[config.mk]
export PLATFORM = sky130hd
export DESIGN_NAME = comparador_secuencial
export DESIGN_NICKNAME = d
export VERILOG_FILES = /design/src/rtl/comparador_pkg.sv /design/src/rtl/comparador_core.sv /design/src/rtl/comparador_secuencial.sv
export SDC_FILE = /design/constraint.sdc
export NUM_CORES = 1
export LEC_CHECK = 0
export ABC_AREA = 1
export CAP_MARGIN = 15
export CORE_AREA = 10 10 47 49
export CTS_CLUSTER_SIZE = 30
export DETAILED_ROUTE_END_ITERATION = 8
export DIE_AREA = 0 0 57 59
export SLEW_MARGIN = 20
export SYNTH_ARGS = -nofsm -noshare
export SYNTH_HDL_FRONTEND = slang
export SYNTH_SLANG_ARGS = --single-unit
[constraint.sdc]
create_clock -name clk -period 0.8 [get_ports clk]
set_input_delay 0.16 -clock clk [delete_from_list [all_inputs] [get_ports clk]]
set_output_delay 0.16 -clock clk [all_outputs]
set_load 0.005 [all_outputs]
[src/rtl/comparador_pkg.sv]
// comparador_pkg: shared width default and compare-result encoding for the comparator.
package comparador_pkg;
    localparam int COMPARADOR_DEF_WIDTH = 8;
    typedef enum logic [1:0] {CMP_LT, CMP_EQ, CMP_GT} cmp_res_t;
endpackage

[src/rtl/comparador_core.sv]
// comparador_core: combinational MSB-first magnitude compare of A and B.
// Two's-complement operands when COMPARADOR_SIGNED_EN is defined, unsigned otherwise.
module comparador_core
    import comparador_pkg::*;
#(
    parameter int WIDTH = COMPARADOR_DEF_WIDTH
) (
    input  logic [WIDTH-1:0] A,
    input  logic [WIDTH-1:0] B,
    output cmp_res_t         res
);
`ifdef COMPARADOR_SIGNED_EN
    localparam bit SGN = 1'b1;
`else
    localparam bit SGN = 1'b0;
`endif
    // Higher bits overwrite lower ones, so the most significant differing bit decides;
    // in signed mode a set sign bit means the smaller value.
    always_comb begin
        res = CMP_EQ;
        for (int i = 0; i < WIDTH; i++)
            if (A[i] != B[i])
                res = (A[i] ^ (SGN && i == WIDTH-1)) ? CMP_GT : CMP_LT;
    end
endmodule

[src/rtl/comparador_secuencial.sv]
// comparador_secuencial: registered greater-than flag q = (A > B), one-cycle latency.
// COMPARADOR_SIGNED_EN selects two's-complement operands.
module comparador_secuencial
    import comparador_pkg::*;
#(
    parameter int WIDTH = COMPARADOR_DEF_WIDTH
) (
    input  logic             clk,
    input  logic             rst_n,
    input  logic [WIDTH-1:0] A,
    input  logic [WIDTH-1:0] B,
    output logic             q
);
    cmp_res_t res;
    comparador_core #(.WIDTH(WIDTH)) u_core (.A(A), .B(B), .res(res));
    always_ff @(posedge clk or negedge rst_n)
        if (!rst_n) q <= 1'b0;
        else        q <= (res == CMP_GT);
endmodule

Word-level counts from Yosys, hierarchy flattened
Index checks and enable logic that the tools add are counted.
{ "word_totals": {"output_inout_bits": 1, "wordCells": 26, "ff_bits": 1, "inputBits": 18} }
{ "op_classes": {"mux": 16, "eq_ne": 9} }
{ "ops": {"columns": ["op", "count"], "rows": [
  ["2-bit 2-to-1 mux", 16],
  ["1-bit != test", 8],
  ["2-bit == test, second input constant", 1]
]} }

Logic depth before layout (Yosys ltp)
Gate-level depths: netlist (run 1).
{ "logic_depth": {"word_depth": 10, "mapped_depth": 9, "depth_no_buf": 9} }

By module
A second synthesis (run 1) with hierarchy kept.
{ "hier_totals": {"cells_unflattened": 51, "hier_area_um2": 254.0} }
{ "modules_own_cells": {"columns": ["module", "cells_per_inst", "seq_area_each_um2", "n_inst", "area_each_um2"], "rows": [
  ["comparador_core", 48, 0.0, 1, 219.0],
  ["comparador_secuencial", 3, 25.0, 1, 35.0]
]} }

Worst setup path after synthesis (run 1)
OpenSTA, ideal clock, no wires.
{ "synth_timing": {"path_type": "in2reg", "from": "input B[0]", "to": "register q", "arrival_ns": 0.821, "required_time_ns": 0.683, "path_stages": 9, "setup_slack_ns": -0.138, "cell_sequence": "inv_1 > ha_1 > inv_1 > nor2_1 > nand2_1 > nor2_1 > nand2_1 > nand2_1 > a21oi_2"} }
{ "synth_between": {"elab_chain_cells": 10} }
{ "synth_rtl": {"columns": ["item", "line", "rtl"], "rows": [
  ["from (decl)", "comparador_secuencial.sv:11", "input logic [WIDTH-1:0] B,"],
  ["1-bit != test", "comparador_core.sv:22", "if (A[i] != B[i])"],
  ["2-bit 2-to-1 mux (8 in a row)", "comparador_core.sv:22", null],
  ["2-bit == test", "comparador_secuencial.sv:18", "else q <= (res == CMP_GT);"],
  ["to (signal assigned)", "comparador_secuencial.sv:18", null],
  ["to (decl)", "comparador_secuencial.sv:12", "output logic q"]
]} }
No other way between the ends.

Final worst setup path (run 1)
{ "layout_timing": {"from": "input B[1]", "to": "register q"} }
{ "layout_between": {"elab_chain_cells": 9} }
{ "layout_rtl": {"columns": ["item", "line"], "rows": [
  ["1-bit != test", "comparador_core.sv:22"],
  ["2-bit 2-to-1 mux (7 in a row)", "comparador_core.sv:22"],
  ["2-bit == test", "comparador_secuencial.sv:18"]
]} }
No other way between the ends.

==> metrics.yaml, run 1 <==
status:
  outcome: "finished, violations left"
  violations: "setup timing"
finish:
  antenna_cells: 0
  reg.largest.list: "q: 1 flops"
  fill_cells: 174
  postLayoutCoreUtil_pct: 35.4
  fin_area_um2: 495
  fin_nets: 93
  final_common_cell: "nand2_1"
  final_cell_mix: "18 x nand2_1, 15 x inv_1, 10 x dlygate4sd2_1"
  largest-register: "q"
  layout-drive-gt1-share_pct: 30.6
  largest_register_ff_count: 1
  area_growth_pct: 90.4
  layout.cells.non_filler: 88
sta:
  hold_ws_ns: 0.311
  worst_pin_slew_ns: 0.118
  hold_viol: 0
  finalCritPeriodShare_pct: 127
  rsz0062_at_grt: "true"
  setup_ws_ns: -0.217
  finalCriticalPeriod_ns: 1.02
  slew_headroom_pct: 92.1
  tns_ns: -0.217
  setup-violations-final: 1
  drv_slew: 0
  fmaxAchievable_ghz: 0.983
grt:
  grt-ovfl-total: 0
  grt_pass1_wl_um: 1040
  grt_pass1_vias: 248
  grtUsageTotal_pct: 3.50
  antenna_found_initial: 0
  grt_max_degree: 3
route:
  routedWlPerCell_um: 7.42
  first_pass_iters: 3
  drt_iter0_drc: 3
  finalWirelength_um: 653
  vias: 311
  antenna_left: 0
  routed_via_density: 3.53
  drc: 0
yosys:
  synth-xor-area-share_pct: 0
  synthSimpleGateAreaFrac_pct: 52.9
  netlist_area_um2: 260
  yosys-top-cells-area: "nand2_1 30%, inv_1 27%, dfrtp_1 9.6%, nand2_2 7.2%, ha_1 4.8%"
  yosys.area.top_type_share_pct: 30.3
  yosys_warnings: 0
  synthMuxAreaShare_pct: 0
  avgSynthCellArea_um2: 4.82
  synth.largest_area_cell: "nand2_1"
  synth_fa_ha_area_share_pct: 4.81
  synth_cell_types: 12
  synth_compound_gate_area_share_pct: 5.29
  synthesis.nets: 73
  synth_top_family_by_area: "simple AND/OR/NAND/NOR gates"
  synthCells: 54
  synth.ff_latch_count: 1
  synth_seq_area_share_pct: 9.62
die:
  core_um2: 1400
  die_w_um: 57
  num_rows: 14
  die_h_um: 59
  initial_core_util_pct: 18.6
  io_pins: 19
  dieArea_um2: 3360
worst_setup_path:
  worstSetupEndpointType: "register"
  slowest_stage: "dlygate4sd2_1"
  worstSetupPathType: "in -> reg"
  max_stage_delay_ns: 0.25
  cp.buffers_inverters: 2
  cp_max_fo: 2
  worstPathCellList: "dlygate4sd2_1 > nand2_1 > nand2_2 > nor2_4 > inv_1 > nor2_1 > nand2_1 > nand2_1 > a21oi_2"
  cp.arrival_ns: 0.90
  required_ns: 0.68
  critPathMostFrequentCell: "nand2_1"
  cp-start-kind: "input pin"
  cpLargestDelayFamily: "simple AND/OR/NAND/NOR gates"
clocking:
  cts_hold_buf: 0
  clkTransAtPathRegs_ns: 0
power:
  p_leak_nw: 0.296
  powerDensity_nw_per_um2: 545
  ir_drop_mv: 0.171
  totalPowerFinal_mw: 0.270
placed_design:
  placed_cells: 88
  dp_slack_ns: -0.780
  numPortBuffers: 18
  gp_congestion: 0.620
  place_hpwl_um: 594
  post_dp_cell_area_um2: 485
job:
  maxCapViolCount: 0
hold_path:
  hp-class: "in -> async"
-- cell type report --
class,instances,area [um2],area share [%]
inverter,19,83.8,16.9
multi-input combinational,34,203,40.9
tap,16,20.0,4.04
sequential,1,25.0,5.05
timing repair buffer,18,164,33.1
-- kinds of logic after synthesis --
kind of cell,after synthesis
adder cells (fa/ha/maj),1
AO/OA/AOI/OAI,2
buffers and inverters,19
flip-flops,1
AND/OR/NAND/NOR,31
-- report_power, final --
group	leakage (nW)	internal [mW]	switching (mW)
Clock	0	0	0
Combinational	0.285	0.112	0.0990
Sequential	0.0118	0.0575	0.000997
Total	0.296	0.170	0.100
-- metal layers --
layer,track usage [%],up-vias,part of all wire (%)
met3,2.15,0,17
li1,-,183,-
met2,4.96,15,40
met5,0,-,0
met4,0,0,0
met1,4.63,113,43
-- final timing paths --
kind / depth (start not counted) / startpoint / slack [ns] / to
min in group clk: 4 / A[7] / 0.64 / q
max in group asynchronous: 1 / rst_n / 0.39 / q
setup / recovery: 9 / B[1] / -0.22 / q
hold / removal: 1 / rst_n / 0.31 / q
-- synthesized netlist by cell type, drive strengths merged --
library cell,number
dfrtp,1
a21oi,2
or2,2
inv,19
nand2,24
ha,1
nor2,4
nor3,1
-- what timing repair did --
action	in CTS	in global routing
resized for setup	29	15
buffers inserted	0	0
pin swaps	18	14
setup endpoints to repair	2	1
(Power assumes the default switching activity.)
==> run 2, diff against run 1 <==
--- a/config.mk
+++ b/config.mk
@@ -11,6 +11,7 @@
 export CTS_CLUSTER_SIZE = 30
 export DETAILED_ROUTE_END_ITERATION = 8
 export DIE_AREA = 0 0 57 59
+export SETUP_SLACK_MARGIN = 0.15
 export SLEW_MARGIN = 20
 export SYNTH_ARGS = -nofsm -noshare
 export SYNTH_HDL_FRONTEND = slang
==> run 2 against run 1 <==
  * Global-route usage stayed put
  * Largest power group unchanged
  * Critical path depth stayed put
  * Final cell count stayed put
  * First-iteration DRC count stayed put
  * Wire length is 0.31% higher
  * Sequential share of layout area hardly changed
  * Critical path type unchanged
  * The run still ends with setup timing left
  * Die area stayed put
==> metrics.yaml, run 2 (synthesis results as in run 1) <==
status:
  violations: "setup timing"
  outcome: "finished, violations left"
worst_setup_path:
  cp-start-kind: "input pin"
  slowest_stage: "dlygate4sd2_1"
  worstPathCellList: "dlygate4sd2_1 > nand2_1 > nand2_2 > nor2_4 > inv_1 > nor2_1 > nand2_1 > nand2_1 > a21oi_2"
  worstSetupEndpointType: "register"
  cp.buffers_inverters: 2  # unchanged
  cp.arrival_ns: 0.90  # about the same
  max_stage_delay_ns: 0.25  # about the same
  required_ns: 0.68  # about the same
  cpLargestDelayFamily: "simple AND/OR/NAND/NOR gates"
  critPathMostFrequentCell: "nand2_1"
  cp_max_fo: 2  # unchanged
  worstSetupPathType: "in -> reg"
route:
  drc: 0  # unchanged
  finalWirelength_um: 655  # +0.31%
  vias: 311  # unchanged
  antenna_left: 0  # unchanged
  first_pass_iters: 3  # unchanged
  drt_iter0_drc: 3  # unchanged
  routedWlPerCell_um: 7.44  # +0.31%
  routed_via_density: 3.53  # unchanged
power:
  p_leak_nw: 0.295  # -0.47%
  ir_drop_mv: 0.169  # -0.93%
  totalPowerFinal_mw: 0.268  # -0.57%
  powerDensity_nw_per_um2: 546  # +0.18%
clocking:
  clkTransAtPathRegs_ns: 0  # unchanged
  post-cts-setup-buffers: 0  # unchanged
die:
  io_pins: 19  # unchanged
  die_w_um: 57  # unchanged
  dieArea_um2: 3360  # unchanged
  num_rows: 14  # unchanged
  core_um2: 1400  # unchanged
  initial_core_util_pct: 18.6  # unchanged
  die_h_um: 59  # unchanged
sta:
  finalCriticalPeriod_ns: 1.02  # unchanged
  slew_headroom_pct: 92.1  # unchanged
  fmaxAchievable_ghz: 0.983  # unchanged
  drv_slew: 0  # unchanged
  finalCritPeriodShare_pct: 127  # unchanged
  setup_ws_ns: -0.217  # unchanged
  rsz0062_at_grt: "true"
  setup-violations-final: 1  # unchanged
  hold_ws_ns: 0.311  # unchanged
  hold_viol: 0  # unchanged
  worst_pin_slew_ns: 0.118  # unchanged
grt:
  antenna_found_initial: 0  # unchanged
  grt_pass1_wl_um: 1040  # unchanged
  grt-ovfl-total: 0  # unchanged
  grt_max_degree: 3  # unchanged
  grtUsageTotal_pct: 3.50  # unchanged
  grt_pass1_vias: 248  # unchanged
finish:
  postLayoutCoreUtil_pct: 35.1  # -0.27 points
  layout-drive-gt1-share_pct: 31.9  # +1.4 points
  final_cell_mix: "18 x nand2_1, 15 x inv_1, 9 x dlygate4sd2_1"
  final_common_cell: "nand2_1"
  area_growth_pct: 88.9
  largest_register_ff_count: 1  # unchanged
  fin_nets: 93  # unchanged
  largest-register: "q"
  reg.largest.list: "q: 1 flops"
  antenna_cells: 0  # unchanged
placed_design:
  gp_congestion: 0.620  # unchanged
  numPortBuffers: 18  # unchanged
  place_hpwl_um: 594  # unchanged
  dp_slack_ns: -0.780  # unchanged
hold_path:
  hp-class: "in -> async"
job:
  maxCapViolCount: 0  # unchanged
[run 2: area by class of cell]
class                           instances  area (um2)
Fill cell                             174         910
Multi-Input combinational cell         34         203
Timing Repair Buffer                   18         160
Inverter                               19        83.8
Sequential cell                         1        25.0
Tap cell                               16        20.0
[run 2: worst max path at each step]
| stage | to | slack (ns) | start | cells after the start |
|---|---|---|---|---|
| floorplan | q | -0.08 | B[0] | 9 |
| global placement | q | -0.78 | B[0] | 10 |
| detailed placement | q | -0.78 | B[0] | 10 |
| CTS | q | -0.27 | B[0] | 10 |
| global route | q | -0.29 | B[5] | 10 |
| finish | q | -0.22 | B[1] | 9 |
[run 2: power breakdown]
group          internal [mW]  switching, mW
Combinational          0.111         0.0991
Clock                      0              0
Sequential            0.0575        0.00104
Total                  0.168          0.100
[run 2: per-stage QoR]
| stage | setup TNS, ns | area [um2] | instances |
|---|---|---|---|
| after floorplan | -0.0824 | 285 | 54 |
| after global placement | -0.934 | 485 | 88 |
| after detailed placement | -0.938 | 485 | 88 |
| after CTS | -0.266 | 473 | 88 |
| after global routing | -0.290 | 492 | 88 |
| final | -0.217 | 492 | 88 |
[run 2: per-layer routing]
metal / GRT usage, % / up-vias / routed length (um)
met5: 0 / - / 0
met1: 4.63 / 113 / 281
met4: 0 / 0 / 0
li1: - / 183 / -
met2: 4.96 / 15 / 261
met3: 2.15 / 0 / 112
[run 2: repair_timing]
item                                    4_1_cts  5_1_grt
resized for setup                            32       15
endpoints found under the setup margin        2        1
hold buffers                                  0        0
pin swaps                                    18       14
cloned                                        0        0
